`config.mk`:
```
export PLATFORM = sky130hd
export DESIGN_NAME = versat_addr_gen
export DESIGN_NICKNAME = d
export VERILOG_FILES = /design/src/rtl/versat_addr_gen.sv
export SDC_FILE = /design/constraint.sdc
export NUM_CORES = 1
export LEC_CHECK = 0
export CAP_MARGIN = 25
export CORE_MARGIN = 8
export CORE_UTILIZATION = 45
export DETAILED_ROUTE_END_ITERATION = 8
export PLACE_DENSITY_LB_ADDON = 0.2
export SKIP_CTS_REPAIR_TIMING = 1
export SLEW_MARGIN = 25
export SYNTH_ARGS = -nofsm -noshare
export SYNTH_HDL_FRONTEND = slang
export SYNTH_SLANG_ARGS = --single-unit
```
`constraint.sdc`:
```
create_clock -name clk -period 4.6 [get_ports clk]
set_input_delay 0.92 -clock clk [delete_from_list [all_inputs] [get_ports clk]]
set_output_delay 0.92 -clock clk [all_outputs]
set_load 0.02 [all_outputs]
```
`src/rtl/versat_addr_gen.sv`:
```
// Nested-loop RAM address generator (IDLE/DELAY/RUN) for one Versat memory port.
// Optional pause input is enabled by defining VERSAT_ADDR_GEN_PAUSE_EN.
module versat_addr_gen #(
  parameter int unsigned ADDR_W   = 6,
  parameter int unsigned PERIOD_W = 10,
  parameter int unsigned ITER_W   = 10
) (
  input  logic                clk,
  input  logic                rst_n,
  input  logic                run,
  input  logic [ADDR_W-1:0]   start,
  input  logic [ADDR_W-1:0]   incr,
  input  logic [ADDR_W-1:0]   shift,
  input  logic [PERIOD_W-1:0] period,
  input  logic [PERIOD_W-1:0] duty,
  input  logic [PERIOD_W-1:0] delay,
  input  logic [ITER_W-1:0]   iterations,
  input  logic                wr,
`ifdef VERSAT_ADDR_GEN_PAUSE_EN
  input  logic                pause,
`endif
  output logic [ADDR_W-1:0]   addr,
  output logic                mem_en,
  output logic                mem_we,
  output logic                done
);

  typedef enum logic [1:0] {S_IDLE, S_DELAY, S_RUN} state_e;

  localparam logic [PERIOD_W-1:0] PER_ONE  = PERIOD_W'(1);
  localparam logic [ITER_W-1:0]   ITER_ONE = ITER_W'(1);

  state_e                state_q, state_d;
  logic [ADDR_W-1:0]     addr_q, addr_d;
  logic [PERIOD_W-1:0]   dly_cnt_q, dly_cnt_d;
  logic [PERIOD_W-1:0]   per_cnt_q, per_cnt_d;
  logic [ITER_W-1:0]     iter_cnt_q, iter_cnt_d;
  logic                  zero_q, zero_d;

  logic [ADDR_W-1:0]     start_q, start_d;
  logic [ADDR_W-1:0]     incr_q, incr_d;
  logic [ADDR_W-1:0]     shift_q, shift_d;
  logic [PERIOD_W-1:0]   period_q, period_d;
  logic [PERIOD_W-1:0]   duty_q, duty_d;
  logic [ITER_W-1:0]     iter_q, iter_d;
  logic                  wr_q, wr_d;

  logic hold;
  logic last_per;

`ifdef VERSAT_ADDR_GEN_PAUSE_EN
  assign hold = pause;
`else
  assign hold = 1'b0;
`endif

  assign last_per = (per_cnt_q == (period_q - PER_ONE));

  always_comb begin
    state_d    = state_q;
    addr_d     = addr_q;
    dly_cnt_d  = dly_cnt_q;
    per_cnt_d  = per_cnt_q;
    iter_cnt_d = iter_cnt_q;
    zero_d     = 1'b0;
    start_d    = start_q;
    incr_d     = incr_q;
    shift_d    = shift_q;
    period_d   = period_q;
    duty_d     = duty_q;
    iter_d     = iter_q;
    wr_d       = wr_q;

    case (state_q)
      S_IDLE: begin
        if (run) begin
          start_d  = start;
          incr_d   = incr;
          shift_d  = shift;
          period_d = period;
          duty_d   = duty;
          iter_d   = iterations;
          wr_d     = wr;
          if ((iterations == '0) || (period == '0)) begin
            zero_d = 1'b1;
          end else if (delay != '0) begin
            state_d   = S_DELAY;
            dly_cnt_d = delay - PER_ONE;
          end else begin
            // Shadows load on this same edge, so take the start address from the port.
            state_d    = S_RUN;
            addr_d     = start;
            per_cnt_d  = '0;
            iter_cnt_d = '0;
          end
        end
      end

      S_DELAY: begin
        if (!hold) begin
          if (dly_cnt_q == '0) begin
            state_d    = S_RUN;
            addr_d     = start_q;
            per_cnt_d  = '0;
            iter_cnt_d = '0;
          end else begin
            dly_cnt_d = dly_cnt_q - PER_ONE;
          end
        end
      end

      S_RUN: begin
        if (!hold) begin
          if (!last_per) begin
            addr_d    = addr_q + incr_q;
            per_cnt_d = per_cnt_q + PER_ONE;
          end else begin
            addr_d     = addr_q + shift_q;
            per_cnt_d  = '0;
            iter_cnt_d = iter_cnt_q + ITER_ONE;
            if (iter_cnt_q == (iter_q - ITER_ONE)) begin
              state_d = S_IDLE;
            end
          end
        end
      end

      default: state_d = S_IDLE;
    endcase
  end

  always_ff @(posedge clk or negedge rst_n) begin
    if (!rst_n) begin
      state_q    <= S_IDLE;
      addr_q     <= '0;
      dly_cnt_q  <= '0;
      per_cnt_q  <= '0;
      iter_cnt_q <= '0;
      zero_q     <= 1'b0;
      start_q    <= '0;
      incr_q     <= '0;
      shift_q    <= '0;
      period_q   <= '0;
      duty_q     <= '0;
      iter_q     <= '0;
      wr_q       <= 1'b0;
    end else begin
      state_q    <= state_d;
      addr_q     <= addr_d;
      dly_cnt_q  <= dly_cnt_d;
      per_cnt_q  <= per_cnt_d;
      iter_cnt_q <= iter_cnt_d;
      zero_q     <= zero_d;
      start_q    <= start_d;
      incr_q     <= incr_d;
      shift_q    <= shift_d;
      period_q   <= period_d;
      duty_q     <= duty_d;
      iter_q     <= iter_d;
      wr_q       <= wr_d;
    end
  end

  assign addr   = addr_q;
  assign mem_en = (state_q == S_RUN) && (per_cnt_q < duty_q) && !hold;
  assign mem_we = mem_en && wr_q;
  assign done   = (state_q == S_IDLE) && !zero_q;

endmodule

```
==> results.json, run 1 <==
{
  "gp_congestion": 0.8587,
  "yosys.area_share.simple_pct": 16.54,
  "grt_use_met1_pct": 20.71,
  "cp_num_buf_inv": 1,
  "dieArea_um2": 15530,
  "cp.arrival_ns": 4.43,
  "grt_max_degree": 60,
  "fillers": 1003,
  "core_area_um2": 11470,
  "rows": 39,
  "initial_core_util_pct": 46.31,
  "wire_per_inst_um": 16.23,
  "synth_top_cell_by_area": "dfrtp_1",
  "synth_warnings": 0,
  "internal_power_uw": 2427,
  "drv_slew": 0,
  "hold_violations": 0,
  "drtIter0Drc": 168,
  "stdcell_count": 753,
  "criticalPathCategory": "flop to flop",
  "synth_fa_ha_area_share_pct": 5.796,
  "grt_pass1_vias": 4324,
  "synth_area_leaders": "dfrtp_1 (41%), mux2_2 (12%), ha_1 (5.4%)",
  "setup_viol": 0,
  "grtUsageTotal_pct": 16.13,
  "cpMostUsedCell": "a21oi_1",
  "post-route-period-util_pct": 90.32,
  "drt-total-wl_mm": 12.22,
  "yosysUniqueCellTypes": 52,
  "outcome": "finished clean",
  "nets": 691,
  "clock_power_share_pct": 17.6,
  "ys.flop_type": "dfrtp_1",
  "switchingPower_uw": 1598,
  "area_growth_pct": 21.09,
  "vdd_drop_max_v": 0.0003355,
  "async_flop_share_pct": 100.0,
  "p_leak_uw": 0.002733,
  "vias": 4200,
  "hold_class": "flop to flop",
  "top_usage_layer": "met2",
  "cp_max_fo": 11,
  "io_buffers": 70,
  "seq_area_frac_synth_pct": 41.47,
  "fmax_mhz": 240.7,
  "ctsRootBufferMaster": "clkbuf_16",
  "critPathLaunchType": "flop",
  "required_ns": 4.87,
  "path_delay_family": "compound AO/OA/AOI/OAI gates",
  "slew_headroom_pct": 48.62,
  "synth_top_family_by_area": "simple AND/OR/NAND/NOR gates",
  "synthMuxAreaShare_pct": 13.41,
  "synth_nets": 629,
  "grt_use_met3_pct": 3.064,
  "comb_power_share_pct": 47.7,
  "grt_first_pass_wirelength_mm": 20.93,
  "place_inst": 737,
  "synth_top_area_share_pct": 41.47,
  "antenna_found_initial": 0,
  "p_sw_share_pct": 39.71,
  "ios": 71,
  "fin_tns_setup_ns": 0,
  "finClkSkew_ns": 0.004862,
  "synth_area_per_cell_um2": 9.779,
  "cts_tree": "built",
  "cts_buffers": 9,
  "maxCapViolCount": 0,
  "synth-xor-area-share_pct": 8.247,
  "synth_compound_area_share_pct": 11.15,
  "cpPeakStageDelay_ns": 0.44,
  "drcViolationCount": 0,
  "die_h_um": 124.6,
  "postSynthRegisterBits": 88,
  "endpoint_kind": "flop",
  "synth_edf_count": 0,
  "critPathSlowestCell": "nor4_1",
  "drive_gt1_share_pct": 13.77,
  "max_slew.worst_pin.slew_ns": 0.7706,
  "dpl.hpwl_mm": 9.079,
  "powerDensity_nw_per_um2": 626.0,
  "worstSkewPairLatency_ns": 0.35,
  "use_met2_pct": 25.94,
  "synthesis.area_um2": 5310,
  "post-route-min-period_ns": 4.155,
  "netlist_instances": 543,
  "vias_per_cell": 5.578,
  "htree_levels": 3,
  "grt_setup_unrepaired": "no",
  "cts.clk_slew.worst_paths_ns": 0.06,
  "overflow": 0,
  "clkSinkCount": 88,
  "diodes": 0,
  "dr.pass1.iters": 4,
  "seqPwrFrac_pct": 34.6,
  "path_cells": "inv_1 -> ha_1 -> o21ba_1 -> a221oi_1 -> a41oi_1 -> nor4_1 -> nand2_2 -> mux2_2 -> ha_1 -> a21o_1 -> a21oi_1 -> o21bai_1 -> a21oi_1 -> xor2_1 -> a21oi_1 -> or3b_1 -> a31oi_1",
  "die-width_um": 124.6,
  "postRouteAntennaNets": 0,
  "clockBufferDepth": 2
}
[state kept, by name (all words and copies together) (netlist names), 2 cells and up]
register,cells
per_cnt_q,10
iter_cnt_q,10
incr_q,6
shift_q,6
start_q,6
dly_cnt_q,10
state_q,2
duty_q,10
addr,6
period_q,10
iter_q,10
[power groups by stage]
stage	combinational [µW]	clock (µW)	sequential [µW]
2_1_floorplan	1450	0	1340
3_3_place_gp	1860	0	1400
3_5_place_dp	1930	0	1410
4_1_cts	1940	733	1400
5_1_grt	2140	759	1440
6_report	1920	710	1390
[cell families (layout without fill, tap and decap cells)]
group | count (synthesis) | count (layout)
buffers and inverters | 47 | 114
DFF | 88 | 88
and+or+nand+nor | 172 | 172
muxes | 64 | 64
xor gates and xnor gates | 50 | 50
adders and majority gates | 24 | 24
AOI/OAI and AO/OA | 98 | 98
[cells in the final DEF, fill, tap and decap left out, drive strengths merged, types with 3 or more instances in the layout]
cell,synthesis,layout
a21o,4,4
xor2,24,24
xnor2,26,26
nor4,11,11
o22ai,8,8
or3,4,4
a31oi,5,5
mux2,57,57
nand2b,6,6
nor2b,5,5
and3,3,3
nor2,42,42
o21ai,36,36
nand2,34,34
buf,9,5
inv,24,24
a22oi,4,4
nand3b,4,4
a21oi,25,25
nand4,7,7
nand3,29,29
clkdlybuf4s50,0,69
clkbuf,14,14
ha,23,23
mux2i,7,7
nor3,16,16
dfrtp,88,88
o41ai,3,3
[path summary, 6_finish.rpt]
kind | startpoint | slack, ns | endpoint | cells after the start
max in group asynchronous | rst_n | 3.08 | incr_q[0]$_DFFE_PN0P_ | 2
worst min register to register | duty_q[9]$_DFFE_PN0P_ | 0.51 | duty_q[9]$_DFFE_PN0P_ | 1
worst max register to register | period_q[0]$_DFFE_PN0P_ | 0.45 | addr[5]$_DFFE_PN0P_ | 17
worst max-delay path | period_q[0]$_DFFE_PN0P_ | 0.45 | addr[5]$_DFFE_PN0P_ | 17
min in group asynchronous | rst_n | 0.64 | duty_q[6]$_DFFE_PN0P_ | 1
worst min-delay path | duty_q[9]$_DFFE_PN0P_ | 0.51 | duty_q[9]$_DFFE_PN0P_ | 1
[routing by layer]
| metal | routed length, µm | vias to the layer above |
|---|---|---|
| met5 | 0 | - |
| met4 | 227 | 0 |
| met3 | 459 | 14 |
| met2 | 5790 | 73 |
| met1 | 5742 | 2051 |
| li1 | - | 2062 |
[area by class of cell]
type | instances | area [µm²] | share of cell area (%)
multi-input cells | 408 | 2944 | 45.79
flip-flops and latches | 88 | 2202 | 34.25
clock inverters | 2 | 12.51 | 0.1946
inverters | 24 | 90.09 | 1.401
well taps | 143 | 178.9 | 2.783
clock buffers | 14 | 274.0 | 4.262
repair buffers | 74 | 728.2 | 11.33
[metrics by stage]
stage	hold WS, ns	total power (µW)	cell area (µm²)	setup WS [ns]	utilization, %
final	0.5111	4025	6430	0.4451	56.07
after global routing	0.5287	4342	6430	0.06959	56.07
after CTS	0.5123	4066	6427	0.3324	56.05
after detailed placement	0.4988	3335	6141	0.3482	53.55
after global placement	0.4819	3257	6136	0.5440	53.51
after floorplan	0.4708	2787	5310	0.8530	-
[cell usage after synthesis, types with 4 or more instances]
master	n
dfrtp_1	88
mux2_2	56
nor2_1	42
o21ai_0	35
nand2_1	34
nand3_1	29
xnor2_1	26
a21oi_1	25
inv_1	24
xor2_1	24
ha_1	23
nor3_1	16
clkbuf_1	14
nor4_1	10
o22ai_1	8
mux2i_1	7
nand4_1	7
buf_1	6
nand2b_1	6
a31oi_1	5
nor2b_1	5
a21o_1	4
a22oi_1	4
nand3b_1	4
or3_1	4
(Power assumes the default switching activity.)
==> inputs of run 2 (changes only) <==
CORE_UTILIZATION = 56   (was 45)
==> results.json, run 2 (synthesized netlist as in run 1, its figures left out) <==
{
  "mostFrequentLayoutCell": "dfrtp_1",
  "hold_violations": 0,
  "htree_levels": 3,
  "cts_tree": "built",
  "path_cells": "inv_1 -> ha_1 -> o21ba_1 -> a221oi_1 -> a41oi_1 -> nor4_1 -> nand2_1 -> mux2_2 -> ha_1 -> a21o_1 -> a21oi_1 -> o21bai_1 -> a21oi_1 -> xor2_1 -> a21oi_1 -> or3b_1 -> a31oi_1",
  "postRouteAntennaNets": 0,
  "die_h_um": 113.4,
  "setup_viol": 0,
  "fmax_mhz": 244.7,
  "critPathLaunchType": "flop",
  "powerDensity_nw_per_um2": 614.5,
  "drive_gt1_share_pct": 14.08,
  "drt-total-wl_mm": 12.07,
  "gp_congestion": 0.8870,
  "clockBufferDepth": 2,
  "max_slew.worst_pin.slew_ns": 0.7055,
  "drcViolationCount": 0,
  "endpoint_kind": "flop",
  "hold_class": "flop to flop",
  "grt_first_pass_wirelength_mm": 20.21,
  "post-route-min-period_ns": 4.087,
  "grt_pass1_vias": 4228,
  "drtIter0Drc": 224,
  "path_delay_family": "compound AO/OA/AOI/OAI gates",
  "dpl.hpwl_mm": 8.749,
  "antenna_found_initial": 0,
  "io_buffers": 70,
  "fin_tns_setup_ns": 0,
  "drv_slew": 0,
  "initial_core_util_pct": 57.47,
  "grt_setup_unrepaired": "no",
  "overflow": 0,
  "dieArea_um2": 12850,
  "grtUsageTotal_pct": 19.36,
  "wire_per_inst_um": 16.31,
  "maxCapViolCount": 0,
  "finClkSkew_ns": 0.01515,
  "whs_path_depth": 1,
  "placed_cell_area_um2": 6131,
  "vias_per_cell": 5.705,
  "nets": 692,
  "required_ns": 4.89,
  "post-route-period-util_pct": 88.85,
  "rr_worst_depth": 17,
  "cp_max_fo": 5,
  "vias": 4222,
  "worstSkewPairLatency_ns": 0.38,
  "grt_max_degree": 56,
  "area_growth_pct": 19.30,
  "fin_area_um2": 6335,
  "diodes": 0,
  "outcome": "finished clean",
  "cp.depth": 17,
  "clkSinkCount": 88,
  "cp.arrival_ns": 4.38,
  "final_cell_mix": "dfrtp_1 (88), clkdlybuf4s50_1 (69), mux2_2 (56)",
  "critPathSlowestCell": "dfrtp_1",
  "vdd_drop_max_v": 0.0004619,
  "cp_num_buf_inv": 1,
  "hold_ws_ns": 0.5118,
  "ios": 71,
  "die-width_um": 113.4,
  "cpMostUsedCell": "a21oi_1",
  "p_leak_uw": 0.002704,
  "cts_buffers": 9,
  "rows": 35,
  "core_area_um2": 9240,
  "criticalPathCategory": "flop to flop",
  "cpPeakStageDelay_ns": 0.43,
  "ctsRootBufferMaster": "clkbuf_8",
  "slew_headroom_pct": 52.96,
  "dr.pass1.iters": 4,
  "cts.clk_slew.worst_paths_ns": 0.10
}
## run 2: cell types whose count changed in the layout (fill, tap and decap cells not counted), sizes merged
| cell | previous run | this run |
|---|---|---|
| clkinv | 1 | 3 |
| inv | 24 | 26 |
| clkinvlp | 1 | 0 |
| buf | 5 | 6 |
| bufinv | 0 | 1 |
| clkbuf | 14 | 10 |
## run 2: metal layers
metal	track usage, %	up-vias	wire, µm
met1	24.46	2038	5440
met3	4.543	10	679
met2	31.98	115	5807
li1	-	2059	-
met4	6.483	0	143
met5	0	-	0
## run 2: per-stage QoR
step / utilization, % / power, µW / worst slack (ns) / cells
after floorplan: - / 2787 / 0.8530 / 543
after global placement: 66.30 / 3234 / 0.6974 / 724
after detailed placement: 66.35 / 3326 / 0.5184 / 724
after CTS: 68.56 / 3897 / 0.4822 / 740
after global routing: 68.56 / 4191 / 0.1722 / 740
final: 68.56 / 3892 / 0.5127 / 740
## run 2: final cells by class
cell class	instances	area (µm²)
clock buffers	10	137.6
clock inverters	6	66.31
inverters	24	90.09
flip-flops and latches	88	2202
multi-input cells	408	2942
repair buffers	75	735.7
well taps	129	161.4
fillers	718	2905
## run 2: final timing paths
| kind | end | slack, ns | start |
|---|---|---|---|
| setup / recovery | addr[5]$_DFFE_PN0P_ | 0.51 | period_q[0]$_DFFE_PN0P_ |
| hold / removal | incr_q[3]$_DFFE_PN0P_ | 0.51 | incr_q[3]$_DFFE_PN0P_ |
| setup reg to reg | addr[5]$_DFFE_PN0P_ | 0.51 | period_q[0]$_DFFE_PN0P_ |
| hold reg to reg | incr_q[3]$_DFFE_PN0P_ | 0.51 | incr_q[3]$_DFFE_PN0P_ |
| max in group asynchronous | start_q[0]$_DFFE_PN0P_ | 3.07 | rst_n |
| min in group asynchronous | duty_q[6]$_DFFE_PN0P_ | 0.59 | rst_n |
## run 2: report_power, final
part	total [µW]	switching, µW	internal (µW)
Clock	569	300	269
Sequential	1390	302	1090
Combinational	1930	1010	923
==> inputs of run 3 (changes only) <==
CORE_UTILIZATION = 57   (was 56)
CTS_BUF_LIST = sky130_fd_sc_hd__clkbuf_8   (was unset)
GPL_ROUTABILITY_DRIVEN = 0   (was unset)
==> results.json, run 3 (synthesized netlist as in run 1, its figures left out) <==
{
  "htree_levels": 3,
  "clkSinkCount": 88,
  "post-route-min-period_ns": 4.186,
  "die-width_um": 112.5,
  "nets": 692,
  "worstSkewPairLatency_ns": 0.36,
  "io_buffers": 70,
  "critPathSlowestCell": "dfrtp_1",
  "hold_violations": 0,
  "whs_path_depth": 1,
  "die_h_um": 112.5,
  "diodes": 0,
  "r2r-end": "addr[5]$_DFFE_PN0P_",
  "ios": 71,
  "critPathLaunchType": "flop",
  "outcome": "finished clean",
  "rr_worst_depth": 17,
  "setup_ws_ns": 0.4139,
  "grt_max_degree": 60,
  "required_ns": 4.87,
  "dpl.hpwl_mm": 8.842,
  "maxCapViolCount": 0,
  "cpPeakStageDelay_ns": 0.43,
  "cts_tree": "built",
  "rrSetupSlack_ns": 0.41,
  "hold_start": "duty_q[9]$_DFFE_PN0P_",
  "drive_gt1_share_pct": 13.77,
  "grtUsageTotal_pct": 19.28,
  "setup_viol": 0,
  "rows": 35,
  "cts.clk_slew.worst_paths_ns": 0.09,
  "dr.pass1.iters": 4,
  "grt_pass1_vias": 4281,
  "postRouteAntennaNets": 0,
  "vias": 4267,
  "area_growth_pct": 18.54,
  "cp_num_buf_inv": 1,
  "path_cells": "inv_1 -> ha_1 -> o21ba_1 -> a221oi_1 -> a41oi_1 -> nor4_1 -> nand2_1 -> mux2_2 -> ha_1 -> a21o_1 -> a21oi_1 -> o21bai_1 -> a21oi_1 -> xor2_1 -> a21oi_1 -> or3b_1 -> a31oi_1",
  "vdd_drop_max_v": 0.0004049,
  "clockBufferDepth": 2,
  "drtIter0Drc": 184,
  "fin_tns_setup_ns": 0,
  "drt-total-wl_mm": 11.96,
  "drv_slew": 0,
  "max_slew.worst_pin.slew_ns": 0.7543,
  "post-place-ws_ns": 0.4302,
  "grt_setup_unrepaired": "no",
  "hold_class": "flop to flop",
  "post-route-period-util_pct": 91.00,
  "dieArea_um2": 12660,
  "final_cell_mix": "dfrtp_1 (88), clkdlybuf4s50_1 (69), mux2_2 (56)",
  "cp_max_fo": 6,
  "grt_first_pass_wirelength_mm": 20.17,
  "vias_per_cell": 5.918,
  "cpMostUsedCell": "a21oi_1",
  "powerDensity_nw_per_um2": 611.1,
  "cp.arrival_ns": 4.46,
  "ctsRootBufferMaster": "clkbuf_8",
  "wl_met1_mm": 5.387,
  "initial_core_util_pct": 58.02,
  "p_leak_uw": 0.002690,
  "fmax_mhz": 238.9,
  "slew_headroom_pct": 49.72,
  "fin_area_um2": 6295,
  "hold_end": "duty_q[9]$_DFFE_PN0P_",
  "cts_buffers": 9,
  "overflow": 0,
  "finalPower_uw": 3847,
  "antenna_found_initial": 0,
  "placed_cell_area_um2": 6108,
  "wl_met3_um": 586,
  "route.met2.wl_mm": 5.826,
  "path_delay_family": "compound AO/OA/AOI/OAI gates",
  "core_area_um2": 9153,
  "mostFrequentLayoutCell": "dfrtp_1",
  "wire_per_inst_um": 16.58,
  "criticalPathCategory": "flop to flop",
  "r2r_start": "period_q[0]$_DFFE_PN0P_",
  "top_layer_used": "met4",
  "finClkSkew_ns": 0.01432,
  "endpoint_kind": "flop",
  "drcViolationCount": 0
}
==> run 3: cell count changes in the layout (fill, tap and decap cells not counted) <==
cell        before  now
clkbuf_8        10    9
clkinv_2         2    1
clkinvlp_4       0    2
inv_1           24   25
inv_6            2    0
==> run 3: report_power, final <==
part	switching, µW	leakage (µW)	total (µW)	internal, µW
Combinational	1000	0.00152	1920	922
Clock	284	0.0000925	530	246
Sequential	302	0.00108	1390	1090
Total	1590	0.00269	3850	2260
==> run 3: layer usage <==
layer	GRT usage [%]	vias to the layer above
li1	-	2071
met1	24.46	2084
met2	32.32	101
met3	4.455	11
met4	5.126	0
met5	0	-
==> run 3: how the worst max path moves through the flow <==
| stage | endpoint | slack [ns] | from | cells past startpoint |
|---|---|---|---|---|
| 5_1_grt | addr[5]$_DFFE_PN0P_ | 0.04 | period_q[0]$_DFFE_PN0P_ | 17 |
| 3_3_place_gp | addr[5]$_DFFE_PN0P_ | 0.66 | period_q[0]$_DFFE_PN0P_ | 17 |
| 4_1_cts | addr[5]$_DFFE_PN0P_ | 0.42 | period_q[0]$_DFFE_PN0P_ | 17 |
| 6_report | addr[5]$_DFFE_PN0P_ | 0.41 | period_q[0]$_DFFE_PN0P_ | 17 |
| 2_1_floorplan | addr[5]$_DFFE_PN0P_ | 0.85 | period_q[0]$_DFFE_PN0P_ | 18 |
| 3_5_place_dp | addr[5]$_DFFE_PN0P_ | 0.43 | period_q[0]$_DFFE_PN0P_ | 17 |
==> run 3: area by class of cell <==
type                    instances  area, µm²
flip-flops and latches         88       2202
well taps                     111      138.9
clock inverters                 6      62.56
repair buffers                 75      735.7
clock buffers                   9      123.9
fillers                       718       2858
multi-input cells             408       2942
inverters                      24      90.09
==> run 3: per-stage QoR <==
step	hold WS (ns)	utilization, %	std cells
after detailed placement	0.4961	66.74	706
after floorplan	0.4708	-	543
after global placement	0.4833	66.68	706
after CTS	0.5156	68.78	721
after global routing	0.5249	68.78	721
final	0.5118	68.78	721
